--- config.mk ---
export PLATFORM = sky130hd
export DESIGN_NAME = bg_fetch_sequencer
export DESIGN_NICKNAME = d
export VERILOG_FILES = /design/src/rtl/bg_fetch_sequencer.sv
export SDC_FILE = /design/constraint.sdc
export NUM_CORES = 1
export LEC_CHECK = 0
export CAP_MARGIN = 20
export CORE_AREA = 2 2 49 51
export CTS_BUF_LIST = sky130_fd_sc_hd__clkbuf_16
export DETAILED_ROUTE_END_ITERATION = 7
export DIE_AREA = 0 0 51 53
export PLACE_DENSITY = 0.82
export SKIP_LAST_GASP = 1
export SLEW_MARGIN = 15
export SYNTH_ARGS = -nofsm -noshare
export SYNTH_HDL_FRONTEND = slang
export SYNTH_SLANG_ARGS = --single-unit
--- constraint.sdc ---
create_clock -name clk -period 3.4 [get_ports clk]
set_input_delay 0.51 -clock clk [delete_from_list [all_inputs] [get_ports clk]]
set_output_delay 0.51 -clock clk [all_outputs]
set_load 0.01 [all_outputs]
--- src/rtl/bg_fetch_sequencer.sv ---
// Per-scanline background fetch scheduler: memory strobes per layer
// and pixel-shift enable for each tile slot, stalled by the arbiter grant.
module bg_fetch_sequencer #(
    parameter int SLOT_LEN       = 12,
    parameter int TILES_PER_LINE = 40,
    parameter int LAYERS         = 2,
    parameter int PAN_BITS       = 3,
    parameter int TILE_IDX_W     = 7
) (
    input  logic                       clk,
    input  logic                       reset,
    input  logic                       line_start,
    input  logic [LAYERS*PAN_BITS-1:0] pan_offset,
    input  logic [LAYERS-1:0]          layer_enable,
    input  logic                       mem_grant,
    output logic [LAYERS-1:0]          char_addr_out,
    output logic [LAYERS-1:0]          char_data_in,
    output logic [LAYERS-1:0]          pal_addr_out,
    output logic [LAYERS-1:0]          pal_data_in,
    output logic [LAYERS-1:0]          tile_lo_addr_out,
    output logic [LAYERS-1:0]          tile_lo_data_in,
    output logic [LAYERS-1:0]          tile_hi_addr_out,
    output logic [LAYERS-1:0]          tile_hi_data_in,
    output logic                       pixel_out,
    output logic [TILE_IDX_W-1:0]      tile_index,
    output logic                       busy,
    output logic                       line_done
);

    localparam int PIX_PER_TILE = 2 ** PAN_BITS;
    localparam int POS_W        = $clog2(SLOT_LEN);

    logic                  live;
    logic [POS_W-1:0]      pos;
    logic [TILE_IDX_W-1:0] tileIdx;
    logic [TILE_IDX_W-1:0] lastTile;
    logic [LAYERS-1:0]     enLatched;
    logic                  extraSlot;
    logic                  lineDoneQ;
    logic                  advance;
    logic                  slotEnd;
    logic                  lineEnd;
    logic                  panAny;

    // A panned enabled layer needs one more tile to cover the partial edge
    always_comb begin
        panAny = 1'b0;
        for (int l = 0; l < LAYERS; l++) begin
            if (layer_enable[l] &&
                pan_offset[l*PAN_BITS +: PAN_BITS] != '0) begin
                panAny = 1'b1;
            end
        end
    end

    assign advance  = live & mem_grant;
    assign slotEnd  = (pos == POS_W'(SLOT_LEN - 1));
    assign lastTile = TILE_IDX_W'(TILES_PER_LINE - 1)
                    + TILE_IDX_W'(extraSlot);
    assign lineEnd  = advance & slotEnd & (tileIdx == lastTile);

    always_ff @(posedge clk) begin
        if (reset) begin
            live      <= 1'b0;
            pos       <= '0;
            tileIdx   <= '0;
            enLatched <= '0;
            extraSlot <= 1'b0;
            lineDoneQ <= 1'b0;
        end else begin
            lineDoneQ <= lineEnd & ~line_start;
            if (line_start) begin
                live      <= 1'b1;
                pos       <= '0;
                tileIdx   <= '0;
                enLatched <= layer_enable;
                extraSlot <= panAny;
            end else if (advance) begin
                if (slotEnd) begin
                    pos     <= '0;
                    tileIdx <= tileIdx + TILE_IDX_W'(1);
                    if (tileIdx == lastTile) begin
                        live <= 1'b0;
                    end
                end else begin
                    pos <= pos + POS_W'(1);
                end
            end
        end
    end

    for (genvar l = 0; l < LAYERS; l++) begin : gLayer
        localparam int B = 6 * l;
        logic go;
        assign go = advance & enLatched[l];
        assign char_addr_out[l]    = go & (pos == POS_W'(B));
        assign char_data_in[l]     = go & (pos == POS_W'(B + 1));
        assign pal_addr_out[l]     = go & (pos == POS_W'(B + 1));
        assign tile_lo_addr_out[l] = go & (pos == POS_W'(B + 2));
        assign tile_lo_data_in[l]  = go & (pos == POS_W'(B + 3));
        assign pal_data_in[l]      = go & (pos == POS_W'(B + 3));
        assign tile_hi_addr_out[l] = go & (pos == POS_W'(B + 4));
        assign tile_hi_data_in[l]  = go & (pos == POS_W'(B + 5));
    end

    assign pixel_out  = advance
                      & (int'(pos) >= SLOT_LEN - PIX_PER_TILE);
    assign tile_index = tileIdx;
    assign busy       = live;
    assign line_done  = lineDoneQ;

endmodule

Word-level counts from Yosys, hierarchy flattened:

Index checks and enable logic that the tools add are counted.
Widths: inputs -> output; s select.

* logic and storage cells: 60
* bits in registers: 16
* output and inout port bits: 26

* muxes and demuxes: 7
* magnitude comparators: 1
* bitwise logic cells: 20
* add/sub/neg operators: 3
* equality and inequality tests: 12
* reductions and logical operators: 11

Operators by type and width (count)
* $and 1x1->1: 19
* $eq 4x3->1 const B: 4
* $eq 4x4->1 const B: 4
* $eq 4x2->1 const B: 2
* $add 6x1->7 const A: 1
* $add 7x1->7 const B: 1
* $eq 7x7->1: 1
* $mux 1: 6
* $reduce_bool 2->1: 3
* $reduce_bool 3->1: 2
* $add 4x1->4 const B: 1
* $eq 4x1->1 const B: 1
* $ge 4x3->1 const B: 1
* $logic_not 4->1: 1
* $mux 4: 1
* $reduce_and 3->1: 1
* $logic_and 1x1->1: 2
* $reduce_and 2->1: 1
* $reduce_or 2->1: 1
* $not 1->1: 1

Logic depth before layout (Yosys ltp):

Gate-level depths: netlist of run 1.

* depth after elaboration: 6
* mapped depth: 5
* mapped depth without buffers: 4

Worst setup path before layout of run 1:

Ideal clock, no wire load.

* path type: reg-to-output
* from: register live, in the netlist busy
* to: output port pal_addr_out[0]
* arrival time: 1.414 ns
* path slack: 1.476 ns
* required time: 2.890 ns
* path buffers: 1
* stages on the path, launching flop included: 5
* path through: dfxtp_1 > nand2_1 > nor4b_1 > and2_1 > buf_4

* cells in the longest elaborated chain, start to end: 3

RTL lines
* start, declared: line 33 `logic live;`
* start signal, assigned: line 64 `live <= 1'b0;`
* start signal, assigned: line 73 `live <= 1'b1;`
* start signal, assigned: line 83 `live <= 1'b0;`
* $and 1x1->1: line 56 `assign advance = live & mem_grant;`
* $and 1x1->1: line 95 `assign go = advance & enLatched[l];`
* $and 1x1->1
* end, declared: line 18 `output logic [LAYERS-1:0] pal_addr_out,`

Every way passes these cells.

Final worst setup path of run 1:

* from: input port mem_grant
* to: output port tile_lo_data_in[0]

* cells in the longest elaborated chain, start to end: 3

RTL lines
* start, declared: line 15 `input logic mem_grant,`
* $and 1x1->1: line 56
* $and 1x1->1: line 95
* $and 1x1->1: line 100 `assign tile_lo_data_in[l] = go & (pos == POS_W'(B + 3));`
* end, declared: line 21 `output logic [LAYERS-1:0] tile_lo_data_in,`

Every way passes these cells.

==> results.sh, run 1 <==
export IMPL_rows=17
export IMPL_viasPerCell=5.46
export IMPL_p_clk_share_pct=50.4
export IMPL_fmax_mhz=332
export IMPL_path_delay_family="buffers and inverters"
export IMPL_reg2reg_to="tile_index[6]$_SDFFE_PP0P_"
export IMPL_clock_sinks=16
export IMPL_area_sequential_um2=320
export IMPL_crit_path_end_kind="output pin"
export IMPL_setup_tns_ns=0
export IMPL_grt_pass1_wl_um=3640
export IMPL_startpoint_type="input port"
export IMPL_nets=160
export IMPL_drt_iter0_drc=13
export IMPL_place_area_um2=1280
export IMPL_dieArea_um2=2700
export IMPL_port_buffers=37
export IMPL_rsz0062_at_grt="no"
export IMPL_grt_pass1_vias=815
export IMPL_holdWs_ns=0.497
export IMPL_p_per_area_nw_per_um2=336
export IMPL_worst_path_max_delay_cell="clkdlybuf4s50_1"
export IMPL_gr_total_overflow=0
export IMPL_syn_avg_cell_area_um2=8.51
export IMPL_cp_num_buf_inv=2
export IMPL_final_area_um2=1360
export IMPL_final_common_cell="clkdlybuf4s50_1"
export IMPL_die_h_um=53
export IMPL_slew_viol_final=0
export IMPL_min_path_cells=2
export IMPL_timing_final_ws_setup_ns=0.388
export IMPL_setup_viol=0
export IMPL_status="finished clean"
export IMPL_crit_path_max_fanout=7
export IMPL_cts_tree="done"
export IMPL_vias=929
export IMPL_cts_hold_buffers_added=0
export IMPL_path_common_cell="clkdlybuf4s50_1"
export IMPL_core_um2=2150
export IMPL_post_route_util_pct=63.5
export IMPL_syn_inst=109
export IMPL_p_leak_nw=0.506
export IMPL_max_stage_delay_ns=0.55
export IMPL_worstPathCellList="clkdlybuf4s50_1 > nand2_1 > nor4b_1 > and2_1 > clkdlybuf4s50_1"
export IMPL_cp_arrival_ns=2.50
export IMPL_hold_end="tile_index[6]$_SDFFE_PP0P_"
export IMPL_pre_cts_slack_ns=0.396
export IMPL_r2r_cells=4
export IMPL_root_buffer="clkbuf_16"
export IMPL_area_delta_synth_final_pct=47.1
export IMPL_worstSetupPathType="input port to output pin"
export IMPL_skew_ns=0.00321
export IMPL_cts_htree_levels=1
export IMPL_route_detailed_drc=0
export IMPL_final_layout_size_suffix_gt1_share_pct=4.23
export IMPL_cts_resized=0
export IMPL_synth_fp_nets=126
export IMPL_r2r_slack_ns=1.64
export IMPL_switchingPower_mw=0.0923
export IMPL_netlist_area_um2=927
export IMPL_drt_total_wl_um=2230
export IMPL_ys_ff_latch=16
export IMPL_ys_warnings_count=0
export IMPL_p_int_mw=0.366
export IMPL_final_cells=170
export IMPL_min_period_over_period_pct=88.6
export IMPL_yosysUniqueCellTypes=33
export IMPL_period_minus_slack_ns=3.01
export IMPL_start_util_pct=43.2
export IMPL_clk_path_buf_depth=2
export IMPL_track_usage_pct=18.4
export IMPL_multi_input_area_um2=541
export IMPL_swShare_pct=20.1
export IMPL_post_dp_hpwl_um=1660
export IMPL_gp_congestion=0.861
export IMPL_synth_seq_area_share_pct=34.5
export IMPL_yosys_area_top_type="dfxtp_1"
export IMPL_dr_pass1_iters=4
export IMPL_clkSlewWorstSetupHoldPaths_ns=0.05
export IMPL_p_seq_share_pct=42.8
export IMPL_yosys_top_cells_area="dfxtp_1, ha_1, and3_1"
export IMPL_antenna_found_initial=0
export IMPL_required_ns=2.89
export IMPL_worstMarginPinSlew_ns=0.456
export IMPL_reg2reg_from="pos[1]$_SDFFE_PP0P_"
export IMPL_clk_latency_ns=0.25
export IMPL_n_antenna_cell=0
export IMPL_cts_buffers_inserted=3
export IMPL_fillers=172
export IMPL_yosysTopAreaCellShare_pct=34.5
export IMPL_cts_setup_buffers=0
export IMPL_io_pin_count=38
export IMPL_ir_worst_vdd_mv=0.273
export IMPL_die_x_um=51
export IMPL_grt_max_degree=15
export IMPL_hold_viol_final=0
export IMPL_min_from="tile_index[6]$_SDFFE_PP0P_"
export IMPL_wire_per_inst_um=13.1
export IMPL_combPwrFrac_pct=6.8
export IMPL_total_power_mw=0.459
export IMPL_antenna_left=0
export IMPL_max_cap_viol_count=0
export IMPL_dp_cells=166
export IMPL_final_cell_mix="clkdlybuf4s50_1, dfxtp_1, and3_1, nand3_1, a21oi_1"
export IMPL_relSlewSlack_pct=69.1
export IMPL_min_path_type="register to register"
## logic make-up (layout without fill, tap and decap cells)
group,count (synthesis),after routing,share of synthesized area (%)
adders and majority gates,5,5,6.75
AOI/OAI and AO/OA,23,23,15.5
DFF,16,16,34.5
xor gates and xnor gates,1,1,0.945
and+or+nand+nor,48,48,31.9
buffers and inverters,13,46,7.15
muxes,3,3,3.24
## registers in the layout, summed over array words and instances (netlist names)
register	flops
pos	4
enLatched	2
busy	1
line_done	1
extraSlot	1
tile_index	7
## layout make-up
| cell class | count | share of cell area (%) |
|---|---|---|
| Multi-Input combinational cell | 80 | 39.6 |
| Timing Repair Buffer | 37 | 27.2 |
| Sequential cell | 16 | 23.5 |
| Clock buffer | 3 | 5.50 |
| Tap cell | 28 | 2.57 |
| Inverter | 5 | 1.38 |
| Clock inverter | 1 | 0.275 |
## cell usage after synthesis, drive strengths merged
master / count
nand2b: 1
ha: 5
xnor2: 1
nand3: 8
inv: 5
or3b: 1
and2: 4
nor3: 1
dfxtp: 16
o21ai: 4
nand4b: 2
o22ai: 1
or2: 1
and4b: 1
nand2: 2
a311oi: 1
nor4b: 1
a211oi: 1
mux2i: 3
o21bai: 1
buf: 6
a41oi: 1
nand4: 1
nor2: 7
a21oi: 8
nor3b: 3
o31ai: 6
clkbuf: 2
or4: 4
or3: 3
and3: 8
## worst reg2reg max path: cells and delay by family (launching register included)
| family | cells | cell delay [ns] |
|---|---|---|
| flip-flops | 1 | 0.41 |
| AND/OR/NAND/NOR | 2 | 0.75 |
| AO/OA/AOI/OAI | 1 | 0.14 |
| adder cells (fa/ha/maj) | 1 | 0.39 |
## how the worst max path moves through the flow
stage,startpoint,endpoint,slack (ns),depth (start not counted)
3_3_place_gp,mem_grant,tile_lo_data_in[0],0.46,5
2_1_floorplan,mem_grant,pal_addr_out[0],1.48,4
5_1_grt,mem_grant,char_data_in[0],0.16,5
6_report,mem_grant,tile_lo_data_in[0],0.39,5
3_5_place_dp,mem_grant,pal_data_in[0],0.40,5
4_1_cts,mem_grant,pal_data_in[0],0.39,5
## per-layer routing
metal,share of wire [%],track usage [%],up-vias
met2,44,29.9,44
met3,9.5,8.47,2
met1,45,21.1,417
met5,0,0,-
li1,-,-,466
met4,1.3,6.76,0
## power by group through the flow
| stage | Sequential (mW) | Combinational (mW) | Clock (mW) |
|---|---|---|---|
| 2_1_floorplan | 0.199 | 0.0128 | 0 |
| 3_3_place_gp | 0.200 | 0.0307 | 0 |
| 3_5_place_dp | 0.200 | 0.0314 | 0 |
| 4_1_cts | 0.196 | 0.0315 | 0.235 |
| 5_1_grt | 0.197 | 0.0340 | 0.242 |
| 6_report | 0.196 | 0.0312 | 0.231 |
No activity file was read; power rests on OpenSTA's default activity.
==> inputs of run 2 (changes only) <==
ABC_AREA = 1   (was default)
CTS_CLUSTER_DIAMETER = 30   (was default)
PLACE_DENSITY = 0.83   (was 0.82)
SKIP_CTS_REPAIR_TIMING = 1   (was default)
==> run 2 against run 1 <==
  * Combinational power is 20% higher
  * Synthesized cell count is 31% higher
  * Cell count is 22% higher
  * Area after synthesis is 1.3% higher
  * Design area is 1.9% higher
  * First-iteration DRC count is 46% higher
  * Worst setup slack better by 0.32 ns
  * Largest power group unchanged
  * Hold slack worse by 0.0037 ns
  * Critical path type unchanged
  * Global-route usage is 2.0 points higher
==> results.sh, run 2 <==
export IMPL_ys_ff_latch=16
export IMPL_yosys_area_top_type="dfxtp_1"
export IMPL_yosysUniqueCellTypes=20
export IMPL_pre_cts_slack_ns=0.721
export IMPL_worst_path_max_delay_cell="clkdlybuf4s50_1"
export IMPL_setup_viol=0
export IMPL_synth_fp_nets=160
export IMPL_drt_iter0_drc=19
export IMPL_max_stage_delay_ns=0.59
export IMPL_die_x_um=51
export IMPL_setup_tns_ns=0
export IMPL_rsz0062_at_grt="no"
export IMPL_required_ns=2.89
export IMPL_grt_pass1_wl_um=4060
export IMPL_synth_xor_area_share_pct=0
export IMPL_antenna_left=0
export IMPL_timing_final_ws_setup_ns=0.712
export IMPL_worstSetupPathType="input port to output pin"
export IMPL_p_per_area_nw_per_um2=329
export IMPL_io_pin_count=38
export IMPL_status="finished clean"
export IMPL_max_cap_viol_count=0
export IMPL_dr_pass1_iters=4
export IMPL_skew_ns=0.000900
export IMPL_crit_path_end_kind="output pin"
export IMPL_rows=17
export IMPL_clk_path_buf_depth=2
export IMPL_p_clk_share_pct=49.2
export IMPL_fmax_mhz=372
export IMPL_period_minus_slack_ns=2.69
export IMPL_route_detailed_drc=0
export IMPL_path_common_cell="clkdlybuf4s50_1"
export IMPL_crit_path_max_fanout=7
export IMPL_switchingPower_mw=0.0923
export IMPL_post_dp_hpwl_um=2010
export IMPL_worstPathCellList="clkdlybuf4s50_1 > nand2_2 > inv_1 > nand2_1 > nor3_1 > clkdlybuf4s50_1"
export IMPL_hold_viol_final=0
export IMPL_cp_arrival_ns=2.18
export IMPL_ys_warnings_count=0
export IMPL_yosys_top_cells_area="dfxtp_1, inv_1, nand2_1"
export IMPL_dieArea_um2=2700
export IMPL_wire_per_inst_um=12.0
export IMPL_p_int_mw=0.366
export IMPL_min_path_type="register to register"
export IMPL_grt_max_degree=11
export IMPL_n_antenna_cell=0
export IMPL_yosysTopAreaCellShare_pct=34.1
export IMPL_synth_seq_area_share_pct=34.1
export IMPL_synth_edf_count=0
export IMPL_p_seq_share_pct=42.7
export IMPL_synthMuxAreaShare_pct=0
export IMPL_drt_total_wl_um=2480
export IMPL_final_common_cell="clkdlybuf4s50_1"
export IMPL_total_power_mw=0.458
export IMPL_startpoint_type="input port"
export IMPL_dominantRegCellSynth="dfxtp_1"
export IMPL_slew_viol_final=0
export IMPL_synth_top_family_by_area="simple AND/OR/NAND/NOR gates"
export IMPL_die_h_um=53
export IMPL_port_buffers=37
export IMPL_final_layout_size_suffix_gt1_share_pct=6.15
export IMPL_synth_compound_area_share_pct=8.39
export IMPL_combPwrFrac_pct=8.1
export IMPL_path_delay_family="buffers and inverters"
export IMPL_largest_reg_flops=7
export IMPL_grt_pass1_vias=975
export IMPL_syn_inst=143
export IMPL_core_um2=2150
export IMPL_area_delta_synth_final_pct=47.9
export IMPL_nets=198
export IMPL_worstMarginPinSlew_ns=0.255
export IMPL_viasPerCell=4.91
export IMPL_synthSimpleGateAreaFrac_pct=36.5
export IMPL_synthArstFlopShare_pct=0
export IMPL_clock_sinks=16
export IMPL_root_buffer="clkbuf_16"
export IMPL_start_util_pct=43.7
export IMPL_gr_total_overflow=0
export IMPL_cts_buffers_inserted=3
export IMPL_synthAdderAreaFrac_pct=6.66
export IMPL_p_leak_nw=0.571
export IMPL_cts_tree="done"
export IMPL_synth_top_cells_by_count="inv_1, nand2_1, nor2_1"
export IMPL_min_period_over_period_pct=79.1
export IMPL_gp_congestion=0.804
export IMPL_relSlewSlack_pct=82.8
export IMPL_antenna_found_initial=0
export IMPL_clkSlewWorstSetupHoldPaths_ns=0.05
export IMPL_fillers=181
export IMPL_track_usage_pct=20.4
export IMPL_syn_avg_cell_area_um2=6.57
export IMPL_vias=1017
export IMPL_swShare_pct=20.2
export IMPL_netlist_area_um2=940
export IMPL_cts_htree_levels=1
export IMPL_ir_worst_vdd_mv=0.340
export IMPL_clk_latency_ns=0.25
export IMPL_final_cell_mix="clkdlybuf4s50_1, inv_1, nand2_1"
export IMPL_cp_num_buf_inv=3
[run 2: cell type report]
cell class | count | area, um2 | area share (%)
Tap cell | 28 | 35.0 | 2.52
Sequential cell | 16 | 320 | 23.0
Multi-Input combinational cell | 95 | 484 | 34.8
Timing Repair Buffer | 37 | 370 | 26.6
Inverter | 28 | 105 | 7.56
Clock buffer | 3 | 75.1 | 5.40
[run 2: worst paths after layout]
kind / endpoint / startpoint / cells after the start / slack (ns)
setup reg to reg: tile_index[6]$_SDFFE_PP0P_ / pos[0]$_SDFFE_PP0P_ / 9 / 2.06
hold reg to reg: enLatched[0]$_SDFFE_PP0P_ / enLatched[0]$_SDFFE_PP0P_ / 2 / 0.49
setup / recovery: char_data_in[1] / mem_grant / 6 / 0.71
hold / removal: enLatched[0]$_SDFFE_PP0P_ / enLatched[0]$_SDFFE_PP0P_ / 2 / 0.49
[run 2: layer usage]
layer	track usage [%]	part of all wire [%]
met1	21.0	40
met2	38.3	53
met3	3.11	4.5
met4	13.1	2.7
met5	0	0
[run 2: through the flow]
step / area, um2 / instances / hold WS, ns / utilization [%]
finish: 1390 / 207 / 0.493 / 64.7
global route: 1390 / 207 / 0.533 / 64.7
CTS: 1390 / 207 / 0.497 / 64.7
detailed placement: 1320 / 204 / 0.488 / 61.2
global placement: 1320 / 204 / 0.484 / 61.2
floorplan: 940 / 143 / 0.446 / -
[run 2: power groups by stage]
stage / clock network, mW / logic [mW] / registers, mW
after floorplan: 0 / 0.0162 / 0.198
after global placement: 0 / 0.0351 / 0.199
after detailed placement: 0 / 0.0367 / 0.199
after CTS: 0.226 / 0.0370 / 0.195
after global routing: 0.230 / 0.0413 / 0.195
final: 0.225 / 0.0373 / 0.195
[run 2: cell families (layout without fill, tap and decap cells)]
family,count (synthesis),in the layout
AO/OA/AOI/OAI,15,15
adder cells (fa/ha/maj),5,5
buffers and inverters,32,68
AND/OR/NAND/NOR,75,75
flip-flops,16,16
[run 2: worst min-delay path: stages, from the launching register on]
cell     delay, ns
dfxtp_1       0.31
inv_1         0.06
o22ai_1       0.07
